[config.mk]
export PLATFORM = sky130hd
export DESIGN_NAME = score_keeper
export DESIGN_NICKNAME = d
export VERILOG_FILES = /design/src/rtl/score_pkg.sv /design/src/rtl/bcd_add6.sv /design/src/rtl/score_keeper.sv
export SDC_FILE = /design/constraint.sdc
export NUM_CORES = 1
export LEC_CHECK = 0
export ABC_CLOCK_PERIOD_IN_PS = 12700
export CORE_UTILIZATION = 60
export CTS_CLUSTER_DIAMETER = 150
export DETAILED_ROUTE_END_ITERATION = 8
export HOLD_SLACK_MARGIN = 0.08
export PLACE_DENSITY = 0.8
export SYNTH_ARGS = -nofsm -noshare
export SYNTH_HDL_FRONTEND = slang
export SYNTH_HIERARCHICAL = 1
export SYNTH_SLANG_ARGS = --single-unit
export TNS_END_PERCENT = 20
[constraint.sdc]
create_clock -name Clk -period 12.7 [get_ports Clk]
set_input_delay 1.905 -clock Clk [delete_from_list [all_inputs] [get_ports Clk]]
set_output_delay 1.905 -clock Clk [all_outputs]
set_load 0.03 [all_outputs]
[src/rtl/score_pkg.sv]
// Purpose: shared types and helpers for the score keeper (packed BCD score, FSM states).
// Latency: n/a (types and pure functions only).
// Backpressure: n/a.
package score_pkg;

    // Six packed BCD digits; [0] is the least significant digit.
    typedef logic [5:0][3:0] bcd6_t;

    typedef enum logic [1:0] {
        IDLE   = 2'd0,
        RUN    = 2'd1,
        FREEZE = 2'd2
    } state_t;

    localparam bcd6_t BCD_MAX = 24'h999999;

    // Packed BCD keeps digit significance in bit order, so a plain unsigned
    // compare of the 24-bit vectors is a numeric compare.
    function automatic logic bcd_gt(input bcd6_t a, input bcd6_t b);
        return a > b;
    endfunction

endpackage

[src/rtl/bcd_add6.sv]
// Purpose: 6-digit packed BCD + 2-digit BCD addend, saturating at 999999.
// Latency: combinational.
// Backpressure: none; result valid whenever inputs are stable.
// Ports: a_i score operand, b_i 2-digit BCD addend {tens,ones},
//        sum_o saturated sum, sat_o high when the true sum exceeded 999999.
module bcd_add6
    import score_pkg::*;
(
    input  bcd6_t      a_i,
    input  logic [7:0] b_i,
    output bcd6_t      sum_o,
    output logic       sat_o
);

    bcd6_t      raw;
    logic [4:0] dsum;
    logic [3:0] bdig;
    logic       carry;

    // Ripple digit by digit; a digit sum never exceeds 9+9+1 = 19.
    always_comb begin
        raw   = '0;
        dsum  = '0;
        bdig  = '0;
        carry = 1'b0;
        for (int i = 0; i < 6; i++) begin
            bdig = (i == 0) ? b_i[3:0] : ((i == 1) ? b_i[7:4] : 4'd0);
            dsum = {1'b0, a_i[i]} + {1'b0, bdig} + {4'd0, carry};
            if (dsum > 5'd9) begin
                raw[i] = 4'(dsum - 5'd10);
                carry  = 1'b1;
            end else begin
                raw[i] = dsum[3:0];
                carry  = 1'b0;
            end
        end
        sat_o = carry;
        sum_o = carry ? BCD_MAX : raw;
    end

endmodule

[src/rtl/score_keeper.sv]
// Purpose: game scoreboard: distance points per frame, star bonus, nitro doubling, session high score.
// Latency: score updates 1 cycle after the synchronised event pulse; display 1 cycle after that.
// Backpressure: none; event pulses are consumed in the cycle they occur.
// Ports: Clk, Reset_n (async active-low); vs, collect, replay asynchronous, 2-flop synchronised;
//        start, nosActive, show_high levels; hex_num 6 BCD digits, hex_blank leading-zero mask,
//        game_over high while the final score is frozen.
module score_keeper
    import score_pkg::*;
#(
    parameter int FRAMES_PER_PT = 6,
    parameter int STAR_PTS      = 25,
    parameter int HOLD_FRAMES   = 180
) (
    input  logic       Clk,
    input  logic       Reset_n,
    input  logic       vs,
    input  logic       start,
    input  logic       collect,
    input  logic       nosActive,
    input  logic       replay,
    input  logic       show_high,
    output bcd6_t      hex_num,
    output logic [5:0] hex_blank,
    output logic       game_over
);

    localparam logic [5:0] FRAME_LAST = 6'(FRAMES_PER_PT - 1);
    localparam logic [7:0] HOLD_LAST  = 8'(HOLD_FRAMES - 1);
    localparam logic [3:0] STAR_TENS  = 4'(STAR_PTS / 10);
    localparam logic [3:0] STAR_ONES  = 4'(STAR_PTS % 10);

    logic [1:0] vs_sync_q, col_sync_q, rep_sync_q;
    logic       vs_prev_q, col_prev_q, rep_prev_q;
    logic       frame_tick, collect_rise, replay_rise;

    state_t     state_q, state_d;
    bcd6_t      score_q, score_d, high_q, high_d;
    logic [5:0] frame_q, frame_d;
    logic [7:0] hold_q, hold_d;

    logic       dist_pt;
    logic [1:0] dist_val;
    logic [3:0] star_tens, star_ones, add_tens, add_ones;
    logic [4:0] ones_sum;
    logic [7:0] addend;
    bcd6_t      add_sum;
    logic       add_sat;

    bcd6_t      disp;
    logic [5:0] blank;
    bcd6_t      hex_num_q;
    logic [5:0] hex_blank_q;

    // Synchronisers and edge history. vs idles high, so its history resets to 1
    // to avoid a spurious frame tick straight out of reset.
    always_ff @(posedge Clk or negedge Reset_n) begin
        if (!Reset_n) begin
            vs_sync_q  <= 2'b11;
            col_sync_q <= 2'b00;
            rep_sync_q <= 2'b00;
            vs_prev_q  <= 1'b1;
            col_prev_q <= 1'b0;
            rep_prev_q <= 1'b0;
        end else begin
            vs_sync_q  <= {vs_sync_q[0], vs};
            col_sync_q <= {col_sync_q[0], collect};
            rep_sync_q <= {rep_sync_q[0], replay};
            vs_prev_q  <= vs_sync_q[1];
            col_prev_q <= col_sync_q[1];
            rep_prev_q <= rep_sync_q[1];
        end
    end

    assign frame_tick   = vs_prev_q & ~vs_sync_q[1];
    assign collect_rise = ~col_prev_q & col_sync_q[1];
    assign replay_rise  = ~rep_prev_q & rep_sync_q[1];

    // Addend = distance (0..2) + star bonus as one 2-digit BCD value, so a
    // coincident point and star are applied in a single add. The tens digit
    // cannot overflow because the star bonus is at most 97.
    always_comb begin
        dist_pt   = frame_tick && (frame_q == FRAME_LAST);
        dist_val  = dist_pt ? (nosActive ? 2'd2 : 2'd1) : 2'd0;
        star_tens = collect_rise ? STAR_TENS : 4'd0;
        star_ones = collect_rise ? STAR_ONES : 4'd0;
        ones_sum  = {1'b0, star_ones} + {3'b0, dist_val};
        if (ones_sum > 5'd9) begin
            add_ones = 4'(ones_sum - 5'd10);
            add_tens = star_tens + 4'd1;
        end else begin
            add_ones = ones_sum[3:0];
            add_tens = star_tens;
        end
        addend = {add_tens, add_ones};
    end

    bcd_add6 u_add (
        .a_i   (score_q),
        .b_i   (addend),
        .sum_o (add_sum),
        .sat_o (add_sat)
    );

    always_comb begin
        state_d = state_q;
        score_d = score_q;
        high_d  = high_q;
        frame_d = frame_q;
        hold_d  = hold_q;
        case (state_q)
            IDLE: begin
                if (start) begin
                    state_d = RUN;
                    score_d = '0;
                    frame_d = '0;
                end
            end
            RUN: begin
                // Game over wins over everything; the add of that cycle is dropped.
                if (replay_rise) begin
                    state_d = FREEZE;
                    hold_d  = '0;
                    high_d  = bcd_gt(score_q, high_q) ? score_q : high_q;
                end else if (!start) begin
                    state_d = IDLE;
                end else begin
                    if (frame_tick) begin
                        frame_d = dist_pt ? 6'd0 : frame_q + 6'd1;
                    end
                    score_d = add_sat ? BCD_MAX : add_sum;
                end
            end
            FREEZE: begin
                if (frame_tick) begin
                    if (hold_q == HOLD_LAST) begin
                        state_d = IDLE;
                        hold_d  = '0;
                    end else begin
                        hold_d = hold_q + 8'd1;
                    end
                end
            end
            default: state_d = IDLE;
        endcase
    end

    always_ff @(posedge Clk or negedge Reset_n) begin
        if (!Reset_n) begin
            state_q <= IDLE;
            score_q <= '0;
            high_q  <= '0;
            frame_q <= '0;
            hold_q  <= '0;
        end else begin
            state_q <= state_d;
            score_q <= score_d;
            high_q  <= high_d;
            frame_q <= frame_d;
            hold_q  <= hold_d;
        end
    end

    // Digit i is blank only when it and every more significant digit are zero;
    // digit 0 always shows.
    always_comb begin
        disp     = show_high ? high_q : score_q;
        blank    = '0;
        blank[5] = (disp[5] == 4'd0);
        for (int i = 4; i >= 1; i--) begin
            blank[i] = blank[i+1] && (disp[i] == 4'd0);
        end
    end

    always_ff @(posedge Clk or negedge Reset_n) begin
        if (!Reset_n) begin
            hex_num_q   <= '0;
            hex_blank_q <= 6'b111110;
        end else begin
            hex_num_q   <= disp;
            hex_blank_q <= blank;
        end
    end

    assign hex_num   = hex_num_q;
    assign hex_blank = hex_blank_q;
    assign game_over = (state_q == FREEZE);

endmodule

Yosys cells after proc, flatten, opt, wreduce, memory -nomap -nowiden. Cells that the tools add are included.

Register bits: 102. Output and inout port bits: 31. Input port bits: 8. Word-level logic and storage cells: 130.

Multiplexer cells: 40. Reductions and logical operators: 18. Bitwise logic cells: 6. $lt $le $gt $ge: 8. Equal/unequal tests: 12. Add/sub/neg operators: 18.

Operator list (number): 2-to-1 mux 24 bit (5); one-hot mux 24 bit (2 select lines) (1); greater-than comparator 5 x 4 -> 1 bit (second input constant) (6); 2-to-1 mux 6 bit (5); 2-to-1 mux 4 bit (7); subtractor 4 bit (second input constant) (7); greater-than comparator 24 bit (1); 2-to-1 mux 8 bit (3); adder 4 x 1 -> 5 bit (4); zero test 4 bit (5); 2-to-1 mux 2 bit (8); one-hot mux 8 bit (2 select lines) (1); one-hot mux 6 bit (2 select lines) (1); inequality test 2 bit (second input constant) (5); adder 8 x 1 -> 8 bit (second input constant) (1); equality test 8 bit (second input constant) (1); AND reduction 4 bit (2); adder 6 x 1 -> 6 bit (second input constant) (1); equality test 6 x 3 -> 1 bit (second input constant) (1); 2-to-1 mux 1 bit (6); 2-to-1 mux 3 bit (2); one-hot mux 2 bit (3 select lines) (1); AND reduction 3 bit (2); adder 4 x 3 -> 5 bit (1); other kinds (15) (25).

Logic depth before layout (Yosys ltp). Gate-level depths: netlist of run 1.

Word-level depth: 29. Gate-level depth with buffers: 49. Mapped depth without buffers: 46.

Cells and area by module. Netlist of run 1, hierarchy kept.

Modules (own cells, without submodules): score_keeper (times used 1, seq. area each 2562.5 sq um, area each 4858.4 sq um, cells each 436); bcd_add6 (times used 1, seq. area each 0.0 sq um, area each 1410.1 sq um, cells each 199).

Worst setup path before layout of run 1. OpenSTA, ideal clock, no wires.

Path type: in2reg. Start point: input port nosActive. End point: register score_q[13] in the netlist's numbering. Data arrival time: 10.021 ns. Data required time: 12.617 ns. Path slack: 2.597 ns. Stages: 42. Path buffers: 2. Library setup time: 0.083 ns. Cells stage by stage: nor2b_1 ha_1 ha_1 xnor2_1 ha_1 a21oi_1 ha_1 or2_2 a21oi_2 nor2_1 a211oi_1 fa_1 inv_1 fa_1 xnor2_1 and2_1 o21ai_0 ha_1 [6 not listed] clkbuf_2 mux2_2 nor2_1 nor2_1 ha_1 ha_1 nor4bb_1 nor3_1 ha_1 ha_1 or2_2 a21oi_1 or2_2 inv_2 nor2_1 clkbuf_1 nand2_1 o21ai_0.

Word-level cells in the longest chain between the ends: 27. Elaborated cells on any way between the ends: 32. Those cells by class: 10 x add/sub; 7 x order compare; 15 x mux.

RTL lines: from (decl) (RTL line score_keeper.sv:19) `input logic nosActive,`; 2-to-1 mux 2 bit (*) (2 in a row) (RTL line score_keeper.sv:83) `dist_val = dist_pt ? (nosActive ? 2'd2 : 2'd1) : 2'd0;`; adder 3 x 2 -> 4 bit (*) (RTL line score_keeper.sv:86) `ones_sum = {1'b0, star_ones} + {3'b0, dist_val};`; subtractor 4 bit or greater-than comparator 4 bit (tied branches) (RTL line score_keeper.sv:88, score_keeper.sv:87); 2-to-1 mux 4 bit (*) (RTL line score_keeper.sv:87) `if (ones_sum > 5'd9) begin`; net add_ones[2] (RTL line score_keeper.sv:43) `logic [3:0] star_tens, star_ones, add_tens, add_ones;`; adder 4 x 4 -> 5 bit (*) (RTL line bcd_add6.sv:28) `dsum = {1'b0, a_i[i]} + {1'b0, bdig} + {4'd0, carry};`; greater-than comparator 5 x 4 -> 1 bit (*) (RTL line bcd_add6.sv:29) `if (dsum > 5'd9) begin`; 2-to-1 mux 1 bit (*) (RTL line bcd_add6.sv:29); [12 not listed]; adder 4 x 1 -> 5 bit (*) (RTL line bcd_add6.sv:28); greater-than comparator 5 x 4 -> 1 bit (*) (RTL line bcd_add6.sv:29); 2-to-1 mux 1 bit (*) (RTL line bcd_add6.sv:29); net add_sat (RTL line score_keeper.sv:47) `logic add_sat;`; 2-to-1 mux 24 bit (*) (RTL line score_keeper.sv:130) `score_d = add_sat ? BCD_MAX : add_sum;`; 2-to-1 mux 24 bit (*) (RTL line score_keeper.sv:124) `end else if (!start) begin`; 2-to-1 mux 24 bit (*) (RTL line score_keeper.sv:120) `if (replay_rise) begin`; one-hot mux 24 bit (2 select lines) (*) (RTL line score_keeper.sv:110) `case (state_q)`; to (signal assigned) (RTL line score_keeper.sv:156) `score_q <= score_d;`; to (decl) (RTL line score_keeper.sv:37) `bcd6_t score_q, score_d, high_q, high_d;`.

The timed path passes the listed nets; every way through them passes the cells marked *. The select of a mux whose other input is x is not followed. A chain may end at the register's enable or synchronous reset.

Final worst setup path of run 1.
Start point: input port nosActive. End point: register score_q[21] in the netlist's numbering.

The elaborated chain is that of the path after synthesis.

==> flow_summary.json, run 1 <==
{
  "drc_errors": 0,
  "ctsRootBufferMaster": "clkbuf_8",
  "p_per_area_nw_per_um2": 126.1,
  "cap_violations": 0,
  "grt_pass1_wl_mm": 21.58,
  "dp_hpwl_mm": 9.129,
  "p_seq_frac": 0.435,
  "power_frac_comb": 0.307,
  "clkLatencyLatePin_ps": 380,
  "tightest_slew_ps": 1080,
  "ant_nets": 0,
  "cts_buffers": 9,
  "ir_worst_vdd_v": 0.00009511,
  "switching_share": 0.3283,
  "clkTransAtPathRegs_ps": 100,
  "fin_crit_ps": 11830,
  "dr.pass1.iters": 5,
  "routabilityCongestion": 0.8739,
  "chipHeight_um": 104.2,
  "grt_util_all_layers": 0.2480,
  "max_slew_margin": 0.2784,
  "min_path_cells": 0,
  "fillCellCount": 743,
  "place_inst": 791,
  "yosysTopAreaCell": "dfrtp_1",
  "slowest_stage": "nor2_1",
  "internal-power_mw": 0.5887,
  "vias_per_cell": 5.927,
  "syn2layout_area_growth_pct": 10.92,
  "grt_max_degree": 73,
  "timing.final.crit_share": 0.9317,
  "synth_area_leaders": "dfrtp_1 (38%), ha_1 (10%), mux2_2 (5.2%), mux2_4 (4.8%), o21ai_0 (3.8%)",
  "synth_area_um2": 6269,
  "synthArstFlopShare": 1.000,
  "fp.dieW_um": 104.2,
  "rsz0062_at_grt": "no",
  "max_freq_mhz": 84.51,
  "final.setup_skew_ps": 14.19,
  "cp-start-kind": "input port",
  "drive_gt1_frac": 0.1320,
  "cts_resized": 0,
  "num_rows": 36,
  "worstSetupEndpointType": "flop",
  "ctsHoldBuffers": 0,
  "outcome": "completed",
  "grt_overflow": 0,
  "avgSynthCellArea_um2": 9.872,
  "yosys.cell_types.count": 73,
  "post_cts_buffers": 0,
  "diodes": 0,
  "regArea_um2": 2562,
  "p_clk_frac": 0.258,
  "synth_ff_type": "dfrtp_1",
  "critPathMaxStageDelay_ps": 660,
  "wl_per_cell_um": 15.66,
  "worst_r2r_path_depth": 42,
  "cts_buffer_depth": 2,
  "synthCells": 635,
  "cts_tree": "done",
  "core_um2": 9955,
  "num-nets-final": 730,
  "crit_top_cell": "ha_1",
  "hp-class": "flop to flop",
  "cp_top_family": "adder cells",
  "routed_wl_mm": 12.64,
  "worstSetupPathType": "input port to flop",
  "maxSlewViolCount": 0,
  "worst-path-max-fanout": 22,
  "ios": 39,
  "critPathArrivalTime_ps": 12120,
  "initial_core_util": 0.6297,
  "place.port_buffers": 37,
  "cp.required_ps": 12990,
  "p_leak_nw": 3.172,
  "ys_warn_count": 6,
  "antenna_found_initial": 0,
  "finalSetupViolCount": 0,
  "vias": 4783,
  "synth_seq_cells": 102,
  "yosysSeqAreaShare": 0.4088,
  "multi_input_area_um2": 3436,
  "tns_ps": 0,
  "dieArea_um2": 10860,
  "cts.sinks": 102,
  "grt_pass1_vias": 4631,
  "synth_edf_count": 0,
  "rrSetupSlack_ps": 1730,
  "switching_power_mw": 0.2878,
  "final-instance-count-excl-fill": 807,
  "cp_num_buf_inv": 4,
  "hold_viol_final": 0,
  "synth_top_area_share": 0.3752,
  "utilization": 0.6985,
  "htreeDepth": 3,
  "first_iter_violations": 226,
  "crit_cells": 42
}
## state kept, by name (all words and copies together) (netlist names), 2 cells and up
register / count
col_sync_q: 2
hex_num: 24
rep_sync_q: 2
hex_blank: 5
vs_sync_q: 2
hold_q: 8
frame_q: 6
score_q: 24
high_q: 24
state_q: 2
## layer usage
metal	up-vias	routed length, um	global-route usage
met3	25	522	0.06015
li1	2303	-	-
met2	121	6137	0.4000
met5	-	0	0
met4	0	296	0.09694
met1	2334	5681	0.3221
## area by class of cell
type,count,share of cell area
Timing Repair Buffer,40,0.05615
Sequential cell,102,0.3685
Multi-Input combinational cell,468,0.4942
Tap cell,133,0.02393
Inverter,48,0.02591
Clock inverter,3,0.009897
Clock buffer,13,0.02141
## synth_stat cells (all sizes together) (6+ instances only)
cell type and instances:
o21ai 51, o31ai 6, nand2 62, nor2b 16
xnor2 12, nor3 7, nand3 12, and3 6
nand4 9, mux2 49, inv 48, clkbuf 11
ha 50, nor4 6, dfstp 8, nor2 43
and2 6, buf 8, or4 6, dfrtp 94
a31oi 7, a21oi 28, nand2b 19
## placed cells by master (no fill, tap or decap), types with 16 or more instances in the layout
master,n
nand2_1,62
mux2_4,20
ha_1,50
a21oi_1,27
nor2b_1,16
inv_1,47
nor2_1,43
dfrtp_1,94
mux2_2,29
nand2b_1,19
o21ai_0,48
clkdlybuf4s50_1,36
## kinds of logic (layout without fill, tap and decap cells)
kind of cell / Yosys count / after routing / synth area share
flops: 102 / 102 / 0.4088
buf+inv: 67 / 104 / 0.04431
fa+ha+maj: 53 / 53 / 0.1094
mux: 51 / 51 / 0.1032
xor+xnor: 15 / 15 / 0.02096
other cells: 1 / 3 / 0.0005982
compound gates: 131 / 131 / 0.1337
simple gates: 215 / 215 / 0.1790
## worst paths after layout
kind                                     from       endpoint
worst min register to register  col_sync_q[0]  col_sync_q[1]
worst min-delay path            col_sync_q[0]  col_sync_q[1]
min in group asynchronous             Reset_n    hex_num[14]
max in group asynchronous             Reset_n  col_sync_q[0]
worst max-delay path                nosActive    score_q[21]
worst max register to register      vs_prev_q    score_q[21]
## stage by stage
step           area [um^2]  worst slack [ps]  hold WS (ps)  total power, mW
4_1_cts               6953              1083         362.5           0.8824
3_5_place_dp          6735             672.9         338.0           0.6549
2_1_floorplan         6276              2597         331.2           0.5771
6_report              6953             866.8         360.3           0.8765
5_1_grt               6953             43.34         365.9           0.9270
3_3_place_gp          6735              1219         336.7           0.6457
## worst reg2reg max path: cells and delay by family (launching register included)
| family | cells | cell delay (ps) |
|---|---|---|
| adders and majority gates | 14 | 4020 |
| and+or+nand+nor | 16 | 4000 |
| AOI/OAI and AO/OA | 7 | 1260 |
| DFF | 1 | 530 |
| muxes | 1 | 390 |
| xor gates and xnor gates | 2 | 380 |
| buffers and inverters | 2 | 300 |
## power by group through the flow
stage | clock network, mW | registers, mW | logic, mW
3_3_place_gp | 0 | 0.386 | 0.259
6_report | 0.226 | 0.381 | 0.269
2_1_floorplan | 0 | 0.402 | 0.175
3_5_place_dp | 0 | 0.387 | 0.268
4_1_cts | 0.231 | 0.381 | 0.270
5_1_grt | 0.244 | 0.385 | 0.298
Note: power is estimated with default switching activity, not from simulation.
==> run 2: changes to the inputs <==
RECOVER_POWER = 100   (was default)
==> run 2 against run 1 <==
Effect of this change:
- the flow now finishes with violations (max-capacitance violations, max-slew violations)
- global-route usage unchanged
- routed wire length shrank 0.28%
- combinational power is 6% lower
- first-iteration DRC count rose by 6.2%
- maximum frequency about the same
- cell area fell by 1.0%
- sequential power is essentially flat
- worst hold slack lost 1.5 ps
- clock skew shrank 1.2 ps
- flip-flop and latch count did not move
- clock power hardly changed
- non-clock buffer count unchanged
- largest power group unchanged
==> flow_summary.json, run 2 (synthesis results as in run 1) <==
{
  "cts_resized": 0,
  "vias_per_cell": 5.943,
  "grt_pass1_vias": 4631,
  "cts_buffers": 9,
  "critPathArrivalTime_ps": 12120,
  "ant_nets": 0,
  "fillCellCount": 765,
  "cts_buffer_depth": 2,
  "max_freq_mhz": 84.53,
  "clkLatencyLatePin_ps": 380,
  "ios": 39,
  "worst_slack_ps": 870.4,
  "violations": "max-capacitance violations, max-slew violations",
  "cts_tree": "done",
  "num-nets-final": 730,
  "mostFrequentLayoutCells": "dfrtp_1 (94), nand2_1 (62), ha_1 (50), o21ai_0 (49), inv_1 (47)",
  "dr.pass1.iters": 5,
  "cp-start-kind": "input port",
  "maxSlewViolCount": 151,
  "cp.required_ps": 12990,
  "num_rows": 36,
  "dieArea_um2": 10860,
  "drive_gt1_frac": 0.09941,
  "clkTransAtPathRegs_ps": 90,
  "hp-class": "flop to flop",
  "first_iter_violations": 240,
  "routed_wl_mm": 12.60,
  "ctsRootBufferMaster": "clkbuf_8",
  "cts.sinks": 102,
  "antenna_found_initial": 0,
  "core_um2": 9955,
  "grt_overflow": 0,
  "post_cts_buffers": 0,
  "p_leak_nw": 3.217,
  "critPathMaxStageDelay_ps": 670,
  "hold_viol_final": 0,
  "diodes": 0,
  "slowest_stage": "nor2_1",
  "ir_worst_vdd_v": 0.00009491,
  "worstSetupEndpointType": "flop",
  "wl_per_cell_um": 15.61,
  "cp_top_family": "adder cells",
  "cp_num_buf_inv": 4,
  "outcome": "finished, violations left",
  "fin_crit_ps": 11830,
  "place.port_buffers": 37,
  "dp_hpwl_mm": 9.129,
  "max_slew_margin": -1.442,
  "placed_cell_area_um2": 6735,
  "tightest_slew_ps": 3663,
  "syn2layout_area_growth_pct": 9.800,
  "worst-path-max-fanout": 22,
  "regArea_um2": 2562,
  "drc_errors": 0,
  "cap_violations": 4,
  "design_area_um2": 6883,
  "routabilityCongestion": 0.8739,
  "grt_util_all_layers": 0.2480,
  "worstSetupPathType": "input port to flop",
  "multi_input_area_um2": 3381,
  "dp_slack_ps": 672.9,
  "chipHeight_um": 104.2,
  "grt_max_degree": 73,
  "ctsHoldBuffers": 0,
  "p_per_area_nw_per_um2": 125.0,
  "initial_core_util": 0.6297,
  "tns_ps": 0,
  "finalSetupViolCount": 0,
  "vias": 4796,
  "timing.final.crit_share": 0.9315,
  "crit_top_cell": "ha_1",
  "grt_pass1_wl_mm": 21.58,
  "final.setup_skew_ps": 13.03,
  "htreeDepth": 3,
  "rsz0062_at_grt": "no",
  "mostFrequentLayoutCell": "dfrtp_1",
  "fp.dieW_um": 104.2
}
run 2: power breakdown:
group          switching, mW  leakage, nW  internal [mW]
logic                  0.149         1.74          0.106
registers             0.0237         1.37          0.356
clock network          0.109        0.108          0.117
run 2: per-stage QoR:
| stage | std cells | total power [mW] | util | hold slack, ps |
|---|---|---|---|---|
| finish | 807 | 0.8601 | 0.6914 | 358.8 |
| global route | 807 | 0.9100 | 0.6914 | 365.9 |
| CTS | 807 | 0.8824 | 0.6985 | 362.5 |
| detailed placement | 791 | 0.6549 | 0.6766 | 338.0 |
| global placement | 791 | 0.6457 | 0.6766 | 336.7 |
| floorplan | 637 | 0.5771 | - | 331.2 |
run 2: area by class of cell:
| class | instances | share of cell area |
|---|---|---|
| clock buffers | 13 | 0.02163 |
| well taps | 133 | 0.02418 |
| repair buffers | 40 | 0.05454 |
| flip-flops and latches | 102 | 0.3723 |
| multi-input cells | 468 | 0.4912 |
| inverters | 48 | 0.02618 |
| clock inverters | 3 | 0.009998 |
run 2: path summary, 6_finish.rpt:
check,start,end,slack [ps],cells after the start
worst max-delay path,nosActive,score_q[21],870,42
worst min-delay path,rep_sync_q[0],rep_sync_q[1],360,0
worst min register to register,rep_sync_q[0],rep_sync_q[1],360,0
worst max register to register,vs_prev_q,score_q[21],1730,42
min in group asynchronous,Reset_n,hex_num[14],1900,1
max in group asynchronous,Reset_n,col_sync_q[0],6620,2
run 2: metal layers:
metal / GRT usage / routed length (um) / vias to the layer above
li1: - / - / 2304
met1: 0.3221 / 5655 / 2339
met2: 0.4000 / 6097 / 126
met3: 0.06015 / 520 / 27
met4: 0.09694 / 327 / 0
met5: 0 / 0 / -
